<file path="src/rtl/clk_div_multi.sv">
// Multi-channel programmable clock divider with toggle/tick modes.
// Config writes are shadowed and applied only at period boundaries.
module clk_div_multi #(
  parameter int N_CH        = 4,
  parameter int DIV_W       = 16,
  parameter int CH_W        = 2,
  parameter int DEFAULT_DIV = 4
) (
  input  logic              I_CLK,
  input  logic              rst,
  input  logic [N_CH-1:0]   ch_en,
  input  logic              cfg_we,
  input  logic [CH_W-1:0]   cfg_ch,
  input  logic [DIV_W-1:0]  cfg_div,
  input  logic              cfg_mode,
  output logic [N_CH-1:0]   O_CLK,
  output logic [N_CH-1:0]   O_TICK,
  output logic [N_CH-1:0]   pend
);

  for (genvar i = 0; i < N_CH; i++) begin : g_ch
    logic [DIV_W-1:0] cnt;
    logic [DIV_W-1:0] act_div;
    logic [DIV_W-1:0] sh_div;
    logic             act_mode;
    logic             sh_mode;
    logic             pnd;
    logic             oclk;
    logic             otick;
    logic             wr;
    logic             run;
    logic             term;
    logic             nxt_mode;

    always_comb begin
      wr       = cfg_we && (cfg_ch == CH_W'(i));
      run      = ch_en[i] && (act_div != '0);
      term     = (cnt == act_div - 1'b1);
      nxt_mode = pnd ? sh_mode : act_mode;
    end

    always_ff @(posedge I_CLK) begin
      if (rst) begin
        cnt      <= '0;
        act_div  <= DIV_W'(DEFAULT_DIV);
        sh_div   <= DIV_W'(DEFAULT_DIV);
        act_mode <= 1'b0;
        sh_mode  <= 1'b0;
        pnd      <= 1'b0;
        oclk     <= 1'b0;
        otick    <= 1'b0;
      end else begin
        if (!run) begin
          cnt   <= '0;
          oclk  <= 1'b0;
          otick <= 1'b0;
          if (pnd) begin
            act_div  <= sh_div;
            act_mode <= sh_mode;
            pnd      <= 1'b0;
          end
        end else if (term) begin
          cnt   <= '0;
          otick <= 1'b1;
          // output follows the mode that governs the next period
          oclk  <= nxt_mode ? 1'b1 : ~oclk;
          if (pnd) begin
            act_div  <= sh_div;
            act_mode <= sh_mode;
            pnd      <= 1'b0;
          end
        end else begin
          cnt   <= cnt + 1'b1;
          otick <= 1'b0;
          if (act_mode) oclk <= 1'b0;
        end
        // a write in the same cycle as an apply stays pending
        if (wr) begin
          sh_div  <= cfg_div;
          sh_mode <= cfg_mode;
          pnd     <= 1'b1;
        end
      end
    end

    assign O_CLK[i]  = oclk;
    assign O_TICK[i] = otick;
    assign pend[i]   = pnd;
  end

endmodule

</file>
<file path="config.mk">
export PLATFORM = sky130hd
export DESIGN_NAME = clk_div_multi
export DESIGN_NICKNAME = d
export VERILOG_FILES = /design/src/rtl/clk_div_multi.sv
export SDC_FILE = /design/constraint.sdc
export NUM_CORES = 1
export LEC_CHECK = 0
export ABC_AREA = 1
export BUFFER_PORTS_ARGS = -buffer_cell sky130_fd_sc_hd__buf_2
export CAP_MARGIN = 20
export CORE_ASPECT_RATIO = 1.25
export CORE_UTILIZATION = 50
export CTS_CLUSTER_DIAMETER = 200
export DETAILED_ROUTE_END_ITERATION = 7
export PLACE_DENSITY_LB_ADDON = 0.25
export SYNTH_ARGS = -nofsm -noshare
export SYNTH_HDL_FRONTEND = slang
export SYNTH_SLANG_ARGS = --single-unit
</file>
<file path="constraint.sdc">
create_clock -name I_CLK -period 1.83 [get_ports I_CLK]
set_input_delay 0.366 -clock I_CLK [delete_from_list [all_inputs] [get_ports I_CLK]]
set_output_delay 0.366 -clock I_CLK [all_outputs]
set_load 0.01 [all_outputs]
</file>
; Word-level counts from Yosys, hierarchy flattened
; Cells that the tools add are included.
[word_totals]
register_bits = 212
latch_bits = 0
ramBits = 0
rom_bits = 0
inputBits = 26
out_inout_bits = 12
wordCells = 140
mem_count = 0
[classes]
addsub = 8
multipliers = 0
div_mod_pow = 0
n_lt_le_gt_ge = 0
n_eq_ne = 15
n_shift = 0
muxes = 52
bitwise = 8
n_reduce_logical = 25
[ops]
columns = cell, count
row1 = $mux 16, 12
row2 = $add 16x1->16 const B, 4
row3 = $eq 16x16->1, 4
row4 = $reduce_bool 16->1, 4
row5 = $sub 16x1->16 const B, 4
row6 = $mux 1, 40
row7 = $ne 3x2->1 const B, 4
row8 = $reduce_or 3->1, 4
row9 = $logic_and 1x1->1, 8
row10 = $ne 2x1->1 const B, 4
row11 = $not 1->1, 8
row12 = $reduce_bool 2->1, 4
row13 = $reduce_or 2->1, 4
row14 = $eq 2x2->1 const B, 2
row15 = $eq 2x1->1 const B, 1
row16 = $logic_not 2->1, 1

; Logic depth before layout (Yosys ltp)
[depth]
depth_word = 5
mapped_depth = 19
depth_no_buf = 18

; Worst setup path before layout
; OpenSTA, ideal clock, no wires.
[synth_timing]
path_type = register to register
start = reg g_ch[2].act_div[0]
end = reg g_ch[2].act_div[2]
setup_time_ns = 0.134
arrival_ns = 1.882
t_required_ns = 1.696
setup_slack_ns = -0.186
path_stages_with_launch = 19
n_path_buf = 1
period_less_slack_ns = 2.016
cell_sequence = dfxtp_1 -> inv_2 -> ha_1 -> inv_1 -> nor2_1 -> nand3_1 -> nor2_1 -> nand2_1 -> nand2_1 -> nand2_1 -> nand2_1 -> nand2_1 -> nor2_1 -> nand3_2 -> nand2_4 -> buf_6 -> nand2_1 -> nand2_1 -> nand3_1
[synth_between]
elab_chain_cells = 3
word_cells_on_any_way = 6
cone_classes = add/sub (1) / eq/ne (2) / mux (1) / reduce/logical (2)
[synth_lines]
columns = item, line_no
row1 = start: declaration, 23  ; logic [DIV_W-1:0] act_div;
row2 = start signal: assignment, 45  ; act_div <= DIV_W'(DEFAULT_DIV);
row3 = start signal: assignment, 58  ; act_div <= sh_div;
row4 = start signal: assignment, 68  ; act_div <= sh_div;
row5 = $sub 16x1->16 or $reduce_bool 16->1 (tied branches), "38, 37"
row6 = $eq 16x16->1 or $logic_and 1x1->1 (tied branches), "38, 37"
row7 = $ne 2x1->1 (no line) or $mux 16 (tied branches), n/a
; Parallel ways exist; a longest one is shown, timed or not.
; A chain may end at the register's enable or synchronous reset.

; Worst setup path in the final report
[layout_timing]
start = reg g_ch[3].act_div[1]
end = reg g_ch[3].cnt[4]
[layout_between]
elab_chain_cells = 4
word_cells_on_any_way = 6
cone_classes = add/sub (1) / eq/ne (1) / bitwise (1) / reduce/logical (3)
[layout_lines]
columns = item, line_no
row1 = start: declaration, 23
row2 = start signal: assignment, 45
row3 = start signal: assignment, 58
row4 = start signal: assignment, 68
row5 = "parallel branches: the longest is 3 deep, another holds $sub 16x1->16", n/a
row6 = $reduce_or 3->1 (no line) *, n/a
row7 = end signal: assignment, 73  ; cnt <= cnt + 1'b1;
row8 = end: declaration, 22  ; logic [DIV_W-1:0] cnt;
; Mark *: on every way between the ends.

==> flow_metrics.env <==
export IMPL_drt_iter0_drc=500
export IMPL_total_leakage_power_nw=6.385
export IMPL_syn_nets=1669
export IMPL_fmax_mhz=453.2
export IMPL_drive_gt1_share_pct=29.07
export IMPL_worstMarginPinSlew_ns=0.7435
export IMPL_yosys_area_top_type_share_pct=38.42
export IMPL_layout_setup_ws_ns=-0.3764
export IMPL_grt_max_degree=35
export IMPL_ys_flop_type="dfxtp_1"
export IMPL_worst_clock_skew_ns=0.009165
export IMPL_crit_type="flop to flop"
export IMPL_fin_crit_sh_pct=120.6
export IMPL_synth_seq_cells=212
export IMPL_outcome="complete, but fails checks"
export IMPL_cts_max_path_buffers=3
export IMPL_routed_via_density=5.093
export IMPL_synth_xor_area_share_pct=6.467
export IMPL_wl_met3_um=900
export IMPL_gp_congestion=0.9117
export IMPL_violations="negative setup slack"
export IMPL_synth_edf_count=0
export IMPL_start_kind="flop"
export IMPL_cpLargestDelayFamily="simple AND/OR/NAND/NOR gates"
export IMPL_cts_made_buffers=22
export IMPL_row_count=60
export IMPL_synth_simple_gate_area_share_pct=31.95
export IMPL_dr_pass1_iters=5
export IMPL_setup_violations=141
export IMPL_drcViolationCount=0
export IMPL_p_total_mw=11.21
export IMPL_final_common_cell="nand2_1"
export IMPL_clkPwrFrac_pct=42.0
export IMPL_synth_top_area_cell="dfxtp_1"
export IMPL_crit_buf_inv=4
export IMPL_min_period_ns=2.206
export IMPL_drt_met1_wl_um=12380
export IMPL_setup_tns_ns=-37.30
export IMPL_vias=10830
export IMPL_maxCapViolCount=0
export IMPL_die_width_um=134.9
export IMPL_synth_yosys_seq_area_share_pct=38.42
export IMPL_yosysWarnings=0
export IMPL_final_util_pct=69.01
export IMPL_hold_violations=0
export IMPL_slowest_delay_ns=0.39
export IMPL_clkSinkCount=212
export IMPL_switchingPower_mw=2.883
export IMPL_initial_core_util_pct=51.09
export IMPL_pwr_share_seq_pct=43.3
export IMPL_syn_inst=1635
export IMPL_synthDistinctLibCells=44
export IMPL_grt_ovfl_total=0
export IMPL_die_area_mm2=0.02270
export IMPL_synth_compound_area_share_pct=11.39
export IMPL_combPwrFrac_pct=14.7
export IMPL_synth_area_per_cell_um2=6.756
export IMPL_final_antenna_net_count=0
export IMPL_r2r_setup_slack_ns=-0.38
export IMPL_path_clk_slew_ns=0.06
export IMPL_r2r_cells=11
export IMPL_final_cells=2126
export IMPL_cp_startpoint="g_ch[3].act_div[1]$_SDFFE_PP0P_"
export IMPL_diodes=0
export IMPL_avgRoutedWirePerCell_um=13.54
export IMPL_track_usage_pct=24.39
export IMPL_crit_arrival_ns=2.61
export IMPL_slew_violations=0
export IMPL_placedCellCount=2050
export IMPL_critical_path_depth=11
export IMPL_critical_path_cell_chain="inv_2, ha_4, nand3_4, nor2_4, nand3b_1, buf_4, o31a_1, buf_6, nand3_4, clkbuf_16, nor2_2"
export IMPL_syn_to_final_growth_pct=35.07
export IMPL_nets=1865
export IMPL_grt_pass1_wl_um=45910
export IMPL_synth_top_family_by_area="simple AND/OR/NAND/NOR gates"
export IMPL_place_hpwl_um=19180
export IMPL_rsz0062_at_grt="true"
export IMPL_final_cell_mix="nand2_1 (294), dfxtp_1 (199), inv_1 (190), nor2_1 (182), buf_4 (156)"
export IMPL_relSlewSlack_pct=50.38
export IMPL_drt_wl_total_um=28790
export IMPL_synthTopCellsByArea="dfxtp_1 (38%), nand2_1 (11%), nor2_1 (8.0%)"
export IMPL_reg2reg_to="g_ch[3].cnt[4]$_SDFF_PP0_"
export IMPL_slowest_stage="o31a_1"
export IMPL_netlist_area_mm2=0.01105
export IMPL_crit_end="g_ch[3].cnt[4]$_SDFF_PP0_"
export IMPL_pin_count=38
export IMPL_cp_common_cell="nand3_4"
export IMPL_htree_levels=1
export IMPL_io_buffer_count=37
export IMPL_synth_fa_ha_area_share_pct=0.9061
export IMPL_r2r_start="g_ch[3].act_div[1]$_SDFFE_PP0P_"
export IMPL_critical_path_required_ns=2.23
export IMPL_wl_met2_um=14370
export IMPL_power_density_mw_per_mm2=751.1
export IMPL_crit_path_end_kind="flop"
export IMPL_synthArstFlopShare_pct=0
export IMPL_routed_top_layer="met4"
export IMPL_synthMuxAreaShare_pct=0
export IMPL_insertion_delay_ns=0.51
export IMPL_coreArea_mm2=0.02162
export IMPL_swShare_pct=25.72
export IMPL_grt_pass1_vias=10150
export IMPL_cts_tree="built"
export IMPL_path_max_fanout=6
export IMPL_hold_class="primary input to flop"
export IMPL_die_h_um=168.2
export IMPL_antenna_found_initial=0
export IMPL_intPower_mw=8.324
export IMPL_cts_root_buffer="clkbuf_16"
export IMPL_irDropWorstVdd_mv=0.9181
## power groups by stage
stage	Combinational (mW)	Clock, mW	Sequential [mW]
floorplan	0.879	0	4.93
global placement	1.27	0	4.94
detailed placement	1.29	0	4.95
CTS	1.52	4.79	4.85
global route	1.81	4.96	4.87
finish	1.64	4.71	4.86
## area by class of cell
type,count,area [um^2]
fill,1760,6700
multi-input combinational,1140,6566
sequential,212,4265
timing repair buffer,244,2185
inverter,211,795.8
clock buffer,30,631.9
tap,279,349.1
clock inverter,10,127.6
## through the flow
stage	hold WS [ns]	worst slack, ns	area [um^2]
final	0.1843	-0.3764	14920
after floorplan	0.4292	-0.1382	11320
after global routing	0.1719	-0.4845	14920
after CTS	0.1737	-0.2912	14300
after global placement	0.4377	-0.3710	12830
after detailed placement	0.4458	-0.3967	12830
## cell usage after synthesis, types with 2 or more instances
cell	number
nand2_1	324
nor2_1	234
dfxtp_1	212
inv_1	202
nand3_1	150
a21oi_1	148
o21ai_0	76
xor2_1	52
clkbuf_1	36
xnor2_1	27
nor3_1	20
buf_4	18
nand4_1	18
or2_2	9
buf_6	8
ha_1	8
inv_2	8
nand3b_1	8
nor2_2	8
nor3b_1	7
o21ai_1	7
buf_1	6
buf_2	5
nand3_2	5
nand2_2	4
nor2_4	4
nor4_1	4
a21boi_0	3
nand2_4	3
nor3_2	3
a31oi_1	2
and2_1	2
o21bai_1	2
o31a_1	2
## cell families (layout without fill, tap and decap cells)
group	count (synthesis)	in the layout
compound gates	244	244
xor+xnor	80	80
fa+ha+maj	8	8
buf+inv	284	495
flops	212	212
simple gates	807	808
## worst min-delay path by stage
stage,startpoint,end,slack (ns),cells after the start
after CTS,cfg_div[2],g_ch[3].sh_div[2]$_SDFFE_PP1P_,0.17,3
after global placement,g_ch[3].sh_div[10]$_SDFFE_PP0P_,g_ch[3].sh_div[10]$_SDFFE_PP0P_,0.44,2
after global routing,cfg_div[2],g_ch[3].sh_div[2]$_SDFFE_PP1P_,0.17,3
after floorplan,g_ch[2].sh_mode$_SDFFE_PP0P_,g_ch[2].sh_mode$_SDFFE_PP0P_,0.43,2
after detailed placement,g_ch[1].sh_div[3]$_SDFFE_PP0P_,g_ch[1].sh_div[3]$_SDFFE_PP0P_,0.45,2
final,cfg_div[2],g_ch[3].sh_div[2]$_SDFFE_PP1P_,0.18,3
## flip-flops by register name, summed over array words and instances (netlist names)
register       flops
g_ch.sh_mode       4
g_ch.act_mode      4
g_ch.oclk          4
g_ch.otick         4
g_ch.pnd           4
g_ch.sh_div       64
g_ch.act_div      64
g_ch.cnt          64
## layer usage
layer | vias up | GRT usage [%]
met5 | - | 0
met4 | 0 | 10.11
met3 | 69 | 2.559
met2 | 182 | 44.13
met1 | 4986 | 29.04
li1 | 5591 | -
## timing repair
| action | in CTS | in global routing |
|---|---|---|
| gates cloned | 10 | 5 |
| hold endpoints to repair | 0 | 0 |
| setup endpoints to repair | 142 | 143 |
| hold buffers | 0 | 0 |
| buffers inserted | 19 | 10 |
| resized for setup | 90 | 142 |
| pin swaps | 58 | 68 |
## worst register-to-register path, cell delays in order, from the launching register on
cell	delay [ns]
dfxtp_2	0.33
inv_2	0.07
ha_4	0.15
nand3_4	0.11
nor2_4	0.20
nand3b_1	0.16
buf_4	0.17
o31a_1	0.39
buf_6	0.17
nand3_4	0.12
clkbuf_16	0.20
nor2_2	0.04
Power figures use the tool's default switching activity.
